File: src/rtl/qmem_arbiter.sv
// rtl/qmem_arbiter.sv - MN-to-1 QMEM master arbiter with transfer lock and read-data return routing
// Build option QMEM_ARBITER_RR_EN: round-robin when defined, fixed lowest-index priority otherwise.
module qmem_arbiter #(
  parameter int QAW = 32,
  parameter int QDW = 32,
  parameter int QSW = QDW/8,
  parameter int MN  = 2
) (
  input  logic             clk,
  input  logic             rst,
  input  logic [MN-1:0]    qm_cs,
  input  logic [MN-1:0]    qm_we,
  input  logic [MN*QSW-1:0] qm_sel,
  input  logic [MN*QAW-1:0] qm_adr,
  input  logic [MN*QDW-1:0] qm_dat_w,
  output logic [MN*QDW-1:0] qm_dat_r,
  output logic [MN-1:0]    qm_ack,
  output logic [MN-1:0]    qm_err,
  output logic             qs_cs,
  output logic             qs_we,
  output logic [QSW-1:0]   qs_sel,
  output logic [QAW-1:0]   qs_adr,
  output logic [QDW-1:0]   qs_dat_w,
  input  logic [QDW-1:0]   qs_dat_r,
  input  logic             qs_ack,
  input  logic             qs_err
);

  localparam int IW = 3;

  typedef enum logic {ST_IDLE, ST_LOCK} state_t;

  state_t        state, state_nxt;
  logic [IW-1:0] gnt, gnt_nxt;
  logic [IW-1:0] rd_own, rd_own_nxt;
  logic [IW-1:0] ptr;
  logic [IW-1:0] win;
  logic [IW-1:0] g;
  logic [7:0]    cs_ext;
  logic          found;
  logic          req;
  logic          xfer_end;

  always_comb begin
    cs_ext = '0;
    cs_ext[MN-1:0] = qm_cs;
  end

  // Two passes: indices at/after ptr first, then wrap around to the lower ones.
  always_comb begin
    win   = '0;
    found = 1'b0;
    for (int i = 0; i < MN; i++) begin
      if (!found && qm_cs[i] && (IW'(i) >= ptr)) begin
        win   = IW'(i);
        found = 1'b1;
      end
    end
    for (int i = 0; i < MN; i++) begin
      if (!found && qm_cs[i]) begin
        win   = IW'(i);
        found = 1'b1;
      end
    end
  end

  assign g        = (state == ST_LOCK) ? gnt : win;
  assign req      = (state == ST_LOCK) ? cs_ext[gnt] : found;
  assign qs_cs    = rst & req;
  assign xfer_end = qs_cs & (qs_ack | qs_err);

  always_comb begin
    qs_we    = 1'b0;
    qs_sel   = '0;
    qs_adr   = '0;
    qs_dat_w = '0;
    qm_ack   = '0;
    qm_err   = '0;
    qm_dat_r = '0;
    for (int i = 0; i < MN; i++) begin
      if (IW'(i) == g) begin
        qs_we    = qm_we[i];
        qs_sel   = qm_sel[i*QSW +: QSW];
        qs_adr   = qm_adr[i*QAW +: QAW];
        qs_dat_w = qm_dat_w[i*QDW +: QDW];
        qm_ack[i] = qs_cs & qs_ack;
        qm_err[i] = qs_cs & qs_err;
      end
      if (IW'(i) == rd_own) begin
        qm_dat_r[i*QDW +: QDW] = qs_dat_r;
      end
    end
  end

  always_comb begin
    state_nxt  = state;
    gnt_nxt    = gnt;
    rd_own_nxt = rd_own;
    if (xfer_end) begin
      state_nxt = ST_IDLE;
    end else if ((state == ST_IDLE) && qs_cs) begin
      state_nxt = ST_LOCK;
      gnt_nxt   = g;
    end else if ((state == ST_LOCK) && !qs_cs) begin
      // Granted master withdrew its request: abort without moving the RR base.
      state_nxt = ST_IDLE;
    end
    if (qs_cs && qs_ack && !qs_we) begin
      rd_own_nxt = g;
    end
  end

  always_ff @(posedge clk) begin
    if (!rst) begin
      state  <= ST_IDLE;
      gnt    <= '0;
      rd_own <= '0;
    end else begin
      state  <= state_nxt;
      gnt    <= gnt_nxt;
      rd_own <= rd_own_nxt;
    end
  end

`ifdef QMEM_ARBITER_RR_EN
  always_ff @(posedge clk) begin
    if (!rst) begin
      ptr <= '0;
    end else if (xfer_end) begin
      ptr <= (g == IW'(MN-1)) ? '0 : g + 1'b1;
    end
  end
`else
  assign ptr = '0;
`endif

endmodule

File: config.mk
export PLATFORM = sky130hd
export DESIGN_NAME = qmem_arbiter
export DESIGN_NICKNAME = d
export VERILOG_FILES = /design/src/rtl/qmem_arbiter.sv
export SDC_FILE = /design/constraint.sdc
export NUM_CORES = 1
export LEC_CHECK = 0
export ABC_AREA = 1
export BUFFER_PORTS_ARGS = -buffer_cell sky130_fd_sc_hd__buf_2
export CAP_MARGIN = 20
export CORE_AREA = 10 10 113 115
export CTS_CLUSTER_SIZE = 14
export DETAILED_ROUTE_END_ITERATION = 8
export DIE_AREA = 0 0 123 125
export GPL_TIMING_DRIVEN = 1
export HOLD_SLACK_MARGIN = 0.06
export PLACE_DENSITY = 0.63
export SKIP_LAST_GASP = 1
export SLEW_MARGIN = 20
export SYNTH_ARGS = -nofsm -noshare
export SYNTH_HDL_FRONTEND = slang
export SYNTH_SLANG_ARGS = --single-unit
File: constraint.sdc
create_clock -name clk -period 1.9 [get_ports clk]
set_clock_uncertainty 0.1 [all_clocks]
set_input_delay 0.19 -clock clk [delete_from_list [all_inputs] [get_ports clk]]
set_output_delay 0.19 -clock clk [all_outputs]
set_load 0.02 [all_outputs]
==> results.py, run 1 <==
metrics = {
    "floorplanning": {
        "start_util": 0.185,
        "die_h_um": 125,
        "ios": 314,
        "rows": 38,
        "dieWidth_um": 123,
        "core_area_um2": 10600,
        "die_area_um2": 15400,
    },
    "final_layout": {
        "layout.nets": 878,
        "fillers": 1228,
        "seq_area_um2": 141,
        "fin_util": 0.353,
        "layout_common_cells": "buf_2 (313), nand3_1 (142), nand2_1 (82)",
        "final_cells": 840,
        "antenna_cells": 0,
        "fin_area_um2": 3740,
        "multi_input_area_um2": 1410,
        "layout_commonest_cell": "buf_2",
        "layout-area-overhead-vs-synth_pct": 90.9,
        "layout-drive-gt1-share": 0.497,
    },
    "critical_path": {
        "crit_type": "flop to primary output",
        "setup.worst_path.end_class": "primary output",
        "cp_max_fo": 38,
        "worstPathRequired_ns": 1.61,
        "start_kind": "flop",
        "crit_arrival_ns": 1.49,
    },
    "drt": {
        "vias": 3675,
        "postRouteAntennaNets": 0,
        "drc": 0,
        "drt-total-wl_um": 12600,
        "first_pass_iters": 4,
        "wl_per_cell_um": 15.0,
        "viasPerCell": 4.38,
        "drtIter0Drc": 139,
    },
    "timing": {
        "fin_ws_ns": 0.117,
        "finalSetupTns_ns": 0,
        "worstMarginPinSlew_ns": 0.317,
        "rsz0062_at_grt": "true",
        "clock.fmax_ghz": 0.561,
        "slew_viol_final": 0,
        "maxSlewHeadroom": 0.789,
        "hold_viol": 0,
        "setup_viol": 0,
        "period_minus_slack_ns": 1.78,
        "finalCritPeriodShare": 0.939,
    },
    "global_routing": {
        "antenna_found_initial": 1,
        "grt_max_degree": 46,
        "grt-ovfl-total": 0,
        "grt_pass1_wl_um": 18200,
        "grt_use_total": 0.143,
        "grt_pass1_vias": 3525,
    },
    "place": {
        "portBuffers": 313,
        "dp_hpwl_um": 10900,
        "gp_congestion": 0.878,
        "placedCellCount": 831,
        "pre_cts_ws_ns": 0.210,
        "place_area_um2": 3610,
    },
    "yosys": {
        "syn_nets": 577,
        "yosysWarnings": 0,
        "synth_cell_types": 21,
        "ys_seq_area_frac": 0.0716,
        "netlist_area_um2": 1960,
        "synth_area_per_cell_um2": 4.90,
        "yosys_register_bits": 7,
        "synthCells": 400,
    },
    "pwr": {
        "p_per_area_nw_per_um2": 437,
        "p_leak_nw": 2.54,
        "peakVddDrop_uv": 189,
    },
    "clock_network": {
        "cts_tree": "built",
        "path_clk_slew_ns": 0.04,
        "cts_root_buf": "clkbuf_8",
        "clock_path_buffers": 2,
        "cts_buffers": 3,
        "clock_latency_ns": 0.22,
        "cts_sinks": 7,
        "cts_max_level": 1,
    },
    "run_status": {
        "outcome": "completed",
    },
    "worst_hold_path": {
        "hold_path.class": "input pin to flop",
    },
    "job": {
        "drv_cap": 0,
    },
}
-- cells by family after synthesis --
group,synth area share
adders and majority gates,0.00639
DFF,0.0716
AOI/OAI and AO/OA,0.00703
buffers and inverters,0.208
and+or+nand+nor,0.707
-- what timing repair did --
action,CTS,global route
buffers inserted,2,3
pin swaps,0,0
setup endpoints to repair,9,70
hold buffers,0,0
resized for setup,1,9
-- Yosys cell counts (all sizes together) --
master / number / share of area
o2111ai: 1 / 0.0045
ha: 1 / 0.0064
nor3: 2 / 0.0051
clkbuf: 7 / 0.013
buf: 28 / 0.11
dfxtp: 7 / 0.072
inv: 44 / 0.084
or2: 1 / 0.0032
a21oi: 1 / 0.0026
nand2: 87 / 0.17
nor2: 76 / 0.15
nand4: 2 / 0.0064
nand3: 143 / 0.37
-- power by group --
part / leakage, nW / internal (mW) / switching [mW]
logic: 2.46 / 0.469 / 0.798
clock network: 0.0228 / 0.145 / 0.0593
registers: 0.0572 / 0.155 / 0.00781
-- final timing paths --
path	slack (ns)	end	from	depth (start not counted)
setup / recovery	0.12	qs_adr[16]	state	8
hold / removal	0.14	rd_own[0]	rst	3
setup reg to reg	0.35	state	state	8
hold reg to reg	0.36	gnt[1]	gnt[1]	2
-- area by class of cell --
cell class / count / area share
clock buffers: 4 / 0.0120
repair buffers: 331 / 0.480
well taps: 140 / 0.0469
multi-input cells: 314 / 0.378
inverters: 44 / 0.0455
flip-flops and latches: 7 / 0.0378
-- sequential cells by signal, indices dropped and copies added (netlist names) --
name    cells
gnt         3
rd_own      3
state       1
-- layer usage --
metal	wire, um	vias to the layer above	share of wire	track usage
li1	-	1882	-	-
met3	1870	12	0.15	0.0738
met4	143	2	0.011	0.0178
met1	4180	1550	0.33	0.133
met5	13	-	0.0010	0
met2	6420	229	0.51	0.274
-- worst max-delay path, stage by stage, from the launching register on --
cell	delay, ns
dfxtp_2	0.36
inv_2	0.07
nand3_2	0.07
nand2_2	0.08
inv_2	0.11
buf_12	0.20
nand3_1	0.13
nand2_1	0.07
buf_2	0.16
-- metrics by stage --
step / hold slack (ns) / power, mW
floorplan: 0.210 / 0.896
finish: 0.140 / 1.63
CTS: 0.133 / 1.66
detailed placement: 0.356 / 1.45
global route: 0.155 / 1.78
global placement: 0.347 / 1.44
Note: power is estimated with default switching activity, not from simulation.
==> run 2, diff against run 1 <==
--- a/config.mk
+++ b/config.mk
@@ -6,6 +6,7 @@
 export NUM_CORES = 1
 export LEC_CHECK = 0
 export ABC_AREA = 1
+export ABC_CLOCK_PERIOD_IN_PS = 1900
 export BUFFER_PORTS_ARGS = -buffer_cell sky130_fd_sc_hd__buf_2
 export CAP_MARGIN = 20
 export CORE_AREA = 10 10 113 115
==> constraint.sdc (replaced) <==
create_clock -name clk -period 1.9 [get_ports clk]
set_clock_uncertainty 0.1 [all_clocks]
set_input_delay 0.285 -clock clk [delete_from_list [all_inputs] [get_ports clk]]
set_output_delay 0.285 -clock clk [all_outputs]
set_load 0.02 [all_outputs]
==> results.py, run 2 (synthesis results as in run 1) <==
metrics = {
    "final_layout": {
        "layout_common_cells": "buf_2 (285), nand3_1 (142), nand2_1 (81)",
        "layout-drive-gt1-share": 0.508,
        "layout-area-overhead-vs-synth_pct": 113,
        "reg.largest.list": "gnt x3, rd_own x3, state x1",
        "fin_area_um2": 4170,
        "antenna_cells": 0,
        "layout_commonest_cell": "buf_2",
        "final_cells": 853,
        "fin_util": 0.393,
        "layout.nets": 891,
    },
    "run_status": {
        "outcome": "completed",
    },
    "floorplanning": {
        "core_area_um2": 10600,
        "rows": 38,
        "dieWidth_um": 123,
        "die_h_um": 125,
        "die_area_um2": 15400,
        "ios": 314,
        "start_util": 0.185,
    },
    "timing": {
        "clock.fmax_ghz": 0.541,
        "hold_viol": 0,
        "slew_viol_final": 0,
        "maxSlewHeadroom": 0.786,
        "rsz0062_at_grt": "true",
        "finalSetupTns_ns": 0,
        "setup_viol": 0,
        "finalCritPeriodShare": 0.973,
        "worstMarginPinSlew_ns": 0.321,
        "period_minus_slack_ns": 1.85,
    },
    "place": {
        "place_area_um2": 3650,
        "dp_hpwl_um": 10700,
        "placedCellCount": 830,
        "gp_congestion": 0.853,
        "portBuffers": 313,
    },
    "clock_network": {
        "cts_max_level": 1,
        "clock_path_buffers": 2,
        "cts_tree": "built",
        "cts_buffers": 3,
        "cts_root_buf": "clkbuf_8",
        "clock_latency_ns": 0.22,
        "postCtsHoldBufs": 0,
        "path_clk_slew_ns": 0.04,
        "cts_sinks": 7,
    },
    "drt": {
        "first_pass_iters": 6,
        "postRouteAntennaNets": 0,
        "viasPerCell": 4.41,
        "wl_per_cell_um": 16.1,
        "drtIter0Drc": 157,
        "drt-total-wl_um": 13700,
        "vias": 3758,
        "drc": 0,
    },
    "global_routing": {
        "grt_use_total": 0.141,
        "grt_pass1_vias": 3514,
        "antenna_found_initial": 0,
        "grt_pass1_wl_um": 18100,
        "grt_max_degree": 48,
        "grt-ovfl-total": 0,
    },
    "critical_path": {
        "setup.worst_path.end_class": "primary output",
        "endpoint": "qm_err[1]",
        "rr_worst_depth": 9,
        "cp_max_fo": 5,
        "start_kind": "flop",
        "r2r-start": "state",
        "startpoint": "state",
        "crit_type": "flop to primary output",
        "worstPathRequired_ns": 1.51,
        "r2r_slack_ns": 0.19,
        "crit_arrival_ns": 1.46,
        "reg2reg_to": "state",
    },
    "pwr": {
        "swShare": 0.504,
        "p_per_area_nw_per_um2": 438,
        "combPwrFrac": 0.797,
        "intPower_uw": 907,
        "peakVddDrop_uv": 200,
        "p_switching_uw": 920,
        "p_leak_nw": 2.72,
        "fin_total_pwr_mw": 1.83,
        "power_frac_seq": 0.091,
        "pwr-share-clk": 0.112,
    },
    "worst_hold_path": {
        "hold_path.class": "input pin to flop",
        "hold_path_depth": 3,
    },
    "job": {
        "drv_cap": 0,
    },
}
run 2: metrics by stage:
| stage | setup slack (ns) | hold slack (ns) |
|---|---|---|
| floorplan | 0.216 | 0.305 |
| global placement | 0.167 | 0.347 |
| detailed placement | 0.148 | 0.349 |
| CTS | -0.00965 | 0.238 |
| global route | -0.0480 | 0.261 |
| finish | 0.0522 | 0.242 |
run 2: routing by layer:
layer / GRT usage / vias up / part of all wire / wire length (um)
met1: 0.140 / 1586 / 0.36 / 4880
met3: 0.0675 / 14 / 0.15 / 2000
met5: 0 / - / 0 / 0
met4: 0.0226 / 0 / 0.011 / 149
met2: 0.262 / 243 / 0.49 / 6700
li1: - / 1915 / - / -
run 2: worst min path at each step:
stage                      to    from
floorplan           rd_own[0]     rst
CTS                 rd_own[0]     rst
global route           gnt[0]     rst
detailed placement     gnt[1]  gnt[1]
finish              rd_own[0]     rst
global placement       gnt[2]  gnt[2]
run 2: area by class of cell:
cell class	instances	area [um2]
Tap cell	140	175
Clock buffer	4	45.0
Inverter	44	183
Multi-Input combinational cell	314	1450
Fill cell	1196	6440
Timing Repair Buffer	343	2160
Timing Repair inverter	1	6.26
Sequential cell	7	144
run 2: critical path, cell delays in order (launching register included):
cell,delay [ns]
dfxtp_4,0.36
nand2_1,0.11
nand2_4,0.11
nor2_4,0.11
nand2_1,0.09
nor2_4,0.14
nand2_1,0.08
nor2_1,0.09
buf_4,0.15
run 2: power by group through the flow:
stage	Combinational (mW)	Sequential (mW)	Clock [mW]
5_1_grt	1.59	0.166	0.223
2_1_floorplan	0.733	0.163	0
6_report	1.46	0.165	0.205
3_3_place_gp	1.30	0.164	0
3_5_place_dp	1.30	0.165	0
4_1_cts	1.31	0.163	0.211
run 2: timing repair:
action                     4_1_cts  5_1_grt
pin swaps                        0        7
buffers inserted                 2        6
resized for setup                2       53
setup endpoints to repair       70       73
cloned                           0       11
==> run 3, diff against run 2 <==
--- a/config.mk
+++ b/config.mk
@@ -5,17 +5,16 @@
 export SDC_FILE = /design/constraint.sdc
 export NUM_CORES = 1
 export LEC_CHECK = 0
-export ABC_AREA = 1
 export ABC_CLOCK_PERIOD_IN_PS = 1900
 export BUFFER_PORTS_ARGS = -buffer_cell sky130_fd_sc_hd__buf_2
 export CAP_MARGIN = 20
-export CORE_AREA = 10 10 113 115
+export CORE_AREA = 10 10 115 117
 export CTS_CLUSTER_SIZE = 14
 export DETAILED_ROUTE_END_ITERATION = 8
-export DIE_AREA = 0 0 123 125
+export DIE_AREA = 0 0 125 127
 export GPL_TIMING_DRIVEN = 1
 export HOLD_SLACK_MARGIN = 0.06
-export PLACE_DENSITY = 0.63
+export PLACE_DENSITY = 0.57
 export SKIP_LAST_GASP = 1
 export SLEW_MARGIN = 20
 export SYNTH_ARGS = -nofsm -noshare
==> results.py, run 3 <==
metrics = {
    "run_status": {
        "outcome": "finished with violations",
        "failed_checks": "negative setup slack",
    },
    "yosys": {
        "yosysWarnings": 0,
        "synth_most_common_cell": "a22o_1",
        "synth_top_cell_by_area": "a22o_1",
        "synth_edf_count": 0,
        "synth_area_per_cell_um2": 7.48,
        "synthCells": 198,
        "ys_seq_area_frac": 0.0946,
        "syn_nets": 375,
        "netlist_area_um2": 1480,
        "synthArstFlopShare": 0,
        "synth_commonest_cells": "a22o_1 (69), and2_1 (64), buf_2 (12), clkbuf_1 (9), dfxtp_1 (7)",
        "yosysTopAreaCellShare": 0.408,
        "yosys_register_bits": 7,
        "synth_cell_types": 25,
        "ys.flop_type": "dfxtp_1",
        "synthTopCellsByArea": "a22o_1 (41%), and2_1 (27%), dfxtp_1 (9.5%), buf_2 (4.1%), and3_1 (2.5%)",
    },
    "place": {
        "gp_congestion": 0.835,
        "dp_hpwl_um": 10500,
        "pre_cts_ws_ns": -0.0185,
        "portBuffers": 313,
        "placedCellCount": 644,
    },
    "critical_path": {
        "reg2reg_to": "gnt[0]",
        "crit_arrival_ns": 1.64,
        "critical_path.cell_chain": "nand2b_4 -> o32ai_4 -> buf_6 -> buf_12 -> buf_16 -> a22o_1 -> buf_6",
        "start_kind": "flop",
        "max_stage_delay_ns": 0.31,
        "r2r_slack_ns": 0.04,
        "cp_max_fo": 7,
        "startpoint": "gnt[0]",
        "r2r-start": "state",
        "crit_top_cell": "buf_6",
        "crit_slowest_cell": "dfxtp_2",
        "setup.worst_path.end_class": "primary output",
        "crit_type": "flop to primary output",
        "endpoint": "qs_dat_w[20]",
        "worstPathRequired_ns": 1.51,
        "rr_worst_depth": 9,
    },
    "pwr": {
        "p_per_area_nw_per_um2": 493,
        "p_leak_nw": 2.31,
        "peakVddDrop_uv": 249,
    },
    "final_layout": {
        "layout_commonest_cell": "buf_2",
        "layout.nets": 701,
        "fillers": 1110,
        "layout_common_cells": "buf_2 (240), and2_1 (64), a22o_1 (59)",
        "final_cells": 667,
        "layout-drive-gt1-share": 0.711,
        "layout-area-overhead-vs-synth_pct": 185,
        "reg.largest.list": "gnt x3, rd_own x3, state x1",
    },
    "global_routing": {
        "grt-ovfl-total": 0,
        "antenna_found_initial": 1,
        "grt_pass1_vias": 3219,
        "grt_max_degree": 33,
        "grt_pass1_wl_um": 18800,
        "grt_use_total": 0.146,
    },
    "floorplanning": {
        "dieWidth_um": 125,
        "rows": 39,
        "ios": 314,
        "start_util": 0.133,
        "core_area_um2": 11100,
        "die_area_um2": 15900,
        "die_h_um": 127,
    },
    "clock_network": {
        "cts_sinks": 7,
        "clock_latency_ns": 0.23,
        "cts_tree": "built",
        "postCtsHoldBufs": 0,
        "cts_root_buf": "clkbuf_16",
        "cts_max_level": 1,
        "path_clk_slew_ns": 0.04,
        "clock_path_buffers": 2,
        "cts_buffers": 3,
    },
    "drt": {
        "first_pass_iters": 4,
        "viasPerCell": 4.39,
        "postRouteAntennaNets": 0,
        "drt-total-wl_um": 13300,
        "wl_per_cell_um": 19.9,
        "vias": 2926,
        "drc": 0,
        "drtIter0Drc": 58,
    },
    "timing": {
        "rsz0062_at_grt": "true",
        "setup_viol": 72,
        "worstMarginPinSlew_ns": 0.289,
        "slew_viol_final": 0,
        "hold_viol": 0,
        "finalCritPeriodShare": 1.07,
        "clock.fmax_ghz": 0.494,
        "period_minus_slack_ns": 2.03,
        "finalSetupTns_ns": -6.33,
        "fin_ws_ns": -0.126,
        "maxSlewHeadroom": 0.806,
    },
    "job": {
        "drv_cap": 0,
    },
    "worst_hold_path": {
        "hold_path.class": "input pin to flop",
    },
}
run 3: changes by cell type in the layout (fill, tap and decap cells not counted), sizes merged, moves of 2 or more:
cell    delta
a22o      +69
nand4      -2
nand2     -86
nand2b     +2
inv       -42
and3       +6
o211ai     +2
nor2b      +3
buf        +6
nand3    -143
nor2      -70
clkbuf     -7
and2      +64
run 3: layer usage:
metal  global-route usage  routed length (um)
met1                0.145                4450
met2                0.273                7070
met3               0.0720                1660
met4               0.0257                 119
met5                    0                   0
run 3: area by class of cell:
cell class	instances	area (um2)	area share
Antenna cell	1	2.50	0.000592
Clock buffer	4	78.8	0.0187
Inverter	3	13.8	0.00326
Multi-Input combinational cell	167	1410	0.332
Sequential cell	7	148	0.0349
Tap cell	143	179	0.0423
Timing Repair Buffer	342	2400	0.568
run 3: logic make-up (layout without fill, tap and decap cells):
family / after synthesis / count (layout) / share of synthesized area
other: 0 / 1 / 0
buffers and inverters: 24 / 349 / 0.0709
adders and majority gates: 1 / 1 / 0.00844
and+or+nand+nor: 86 / 86 / 0.355
AOI/OAI and AO/OA: 79 / 79 / 0.465
muxes: 1 / 1 / 0.00676
DFF: 7 / 7 / 0.0946
run 3: how the worst min path moves through the flow:
stage,from,to,cells past startpoint
2_1_floorplan,rst,gnt[0],1
3_5_place_dp,rd_own[2],rd_own[2],2
6_report,rst,rd_own[0],2
3_3_place_gp,rd_own[2],rd_own[2],2
4_1_cts,rst,rd_own[0],2
5_1_grt,rst,rd_own[0],2
run 3: power breakdown:
part	internal, mW	switching (mW)
logic	0.802	0.768
registers	0.151	0.00459
clock network	0.279	0.0795
total	1.23	0.852
run 3: what timing repair did:
action,in CTS,in global routing
setup buffers,6,3
endpoints found under the setup margin,73,76
gates cloned,6,3
pin swaps,37,17
gates resized for setup,131,34
run 3: worst max-delay path, delay by kind of cell, from the launching register on:
family                 cells  cell delay [ns]
AND/OR/NAND/NOR            1             0.15
buffers and inverters      4             0.52
AO/OA/AOI/OAI              2             0.41
flip-flops                 1             0.31
run 3: stage by stage:
stage	hold WS, ns	power [mW]	utilization	cell area, um2
final	0.271	2.08	0.380	4230
after global routing	0.293	2.19	0.380	4230
after CTS	0.266	2.01	0.359	3990
after detailed placement	0.357	1.32	0.293	3260
after global placement	0.344	1.31	0.293	3260
after floorplan	0.313	0.800	-	1480
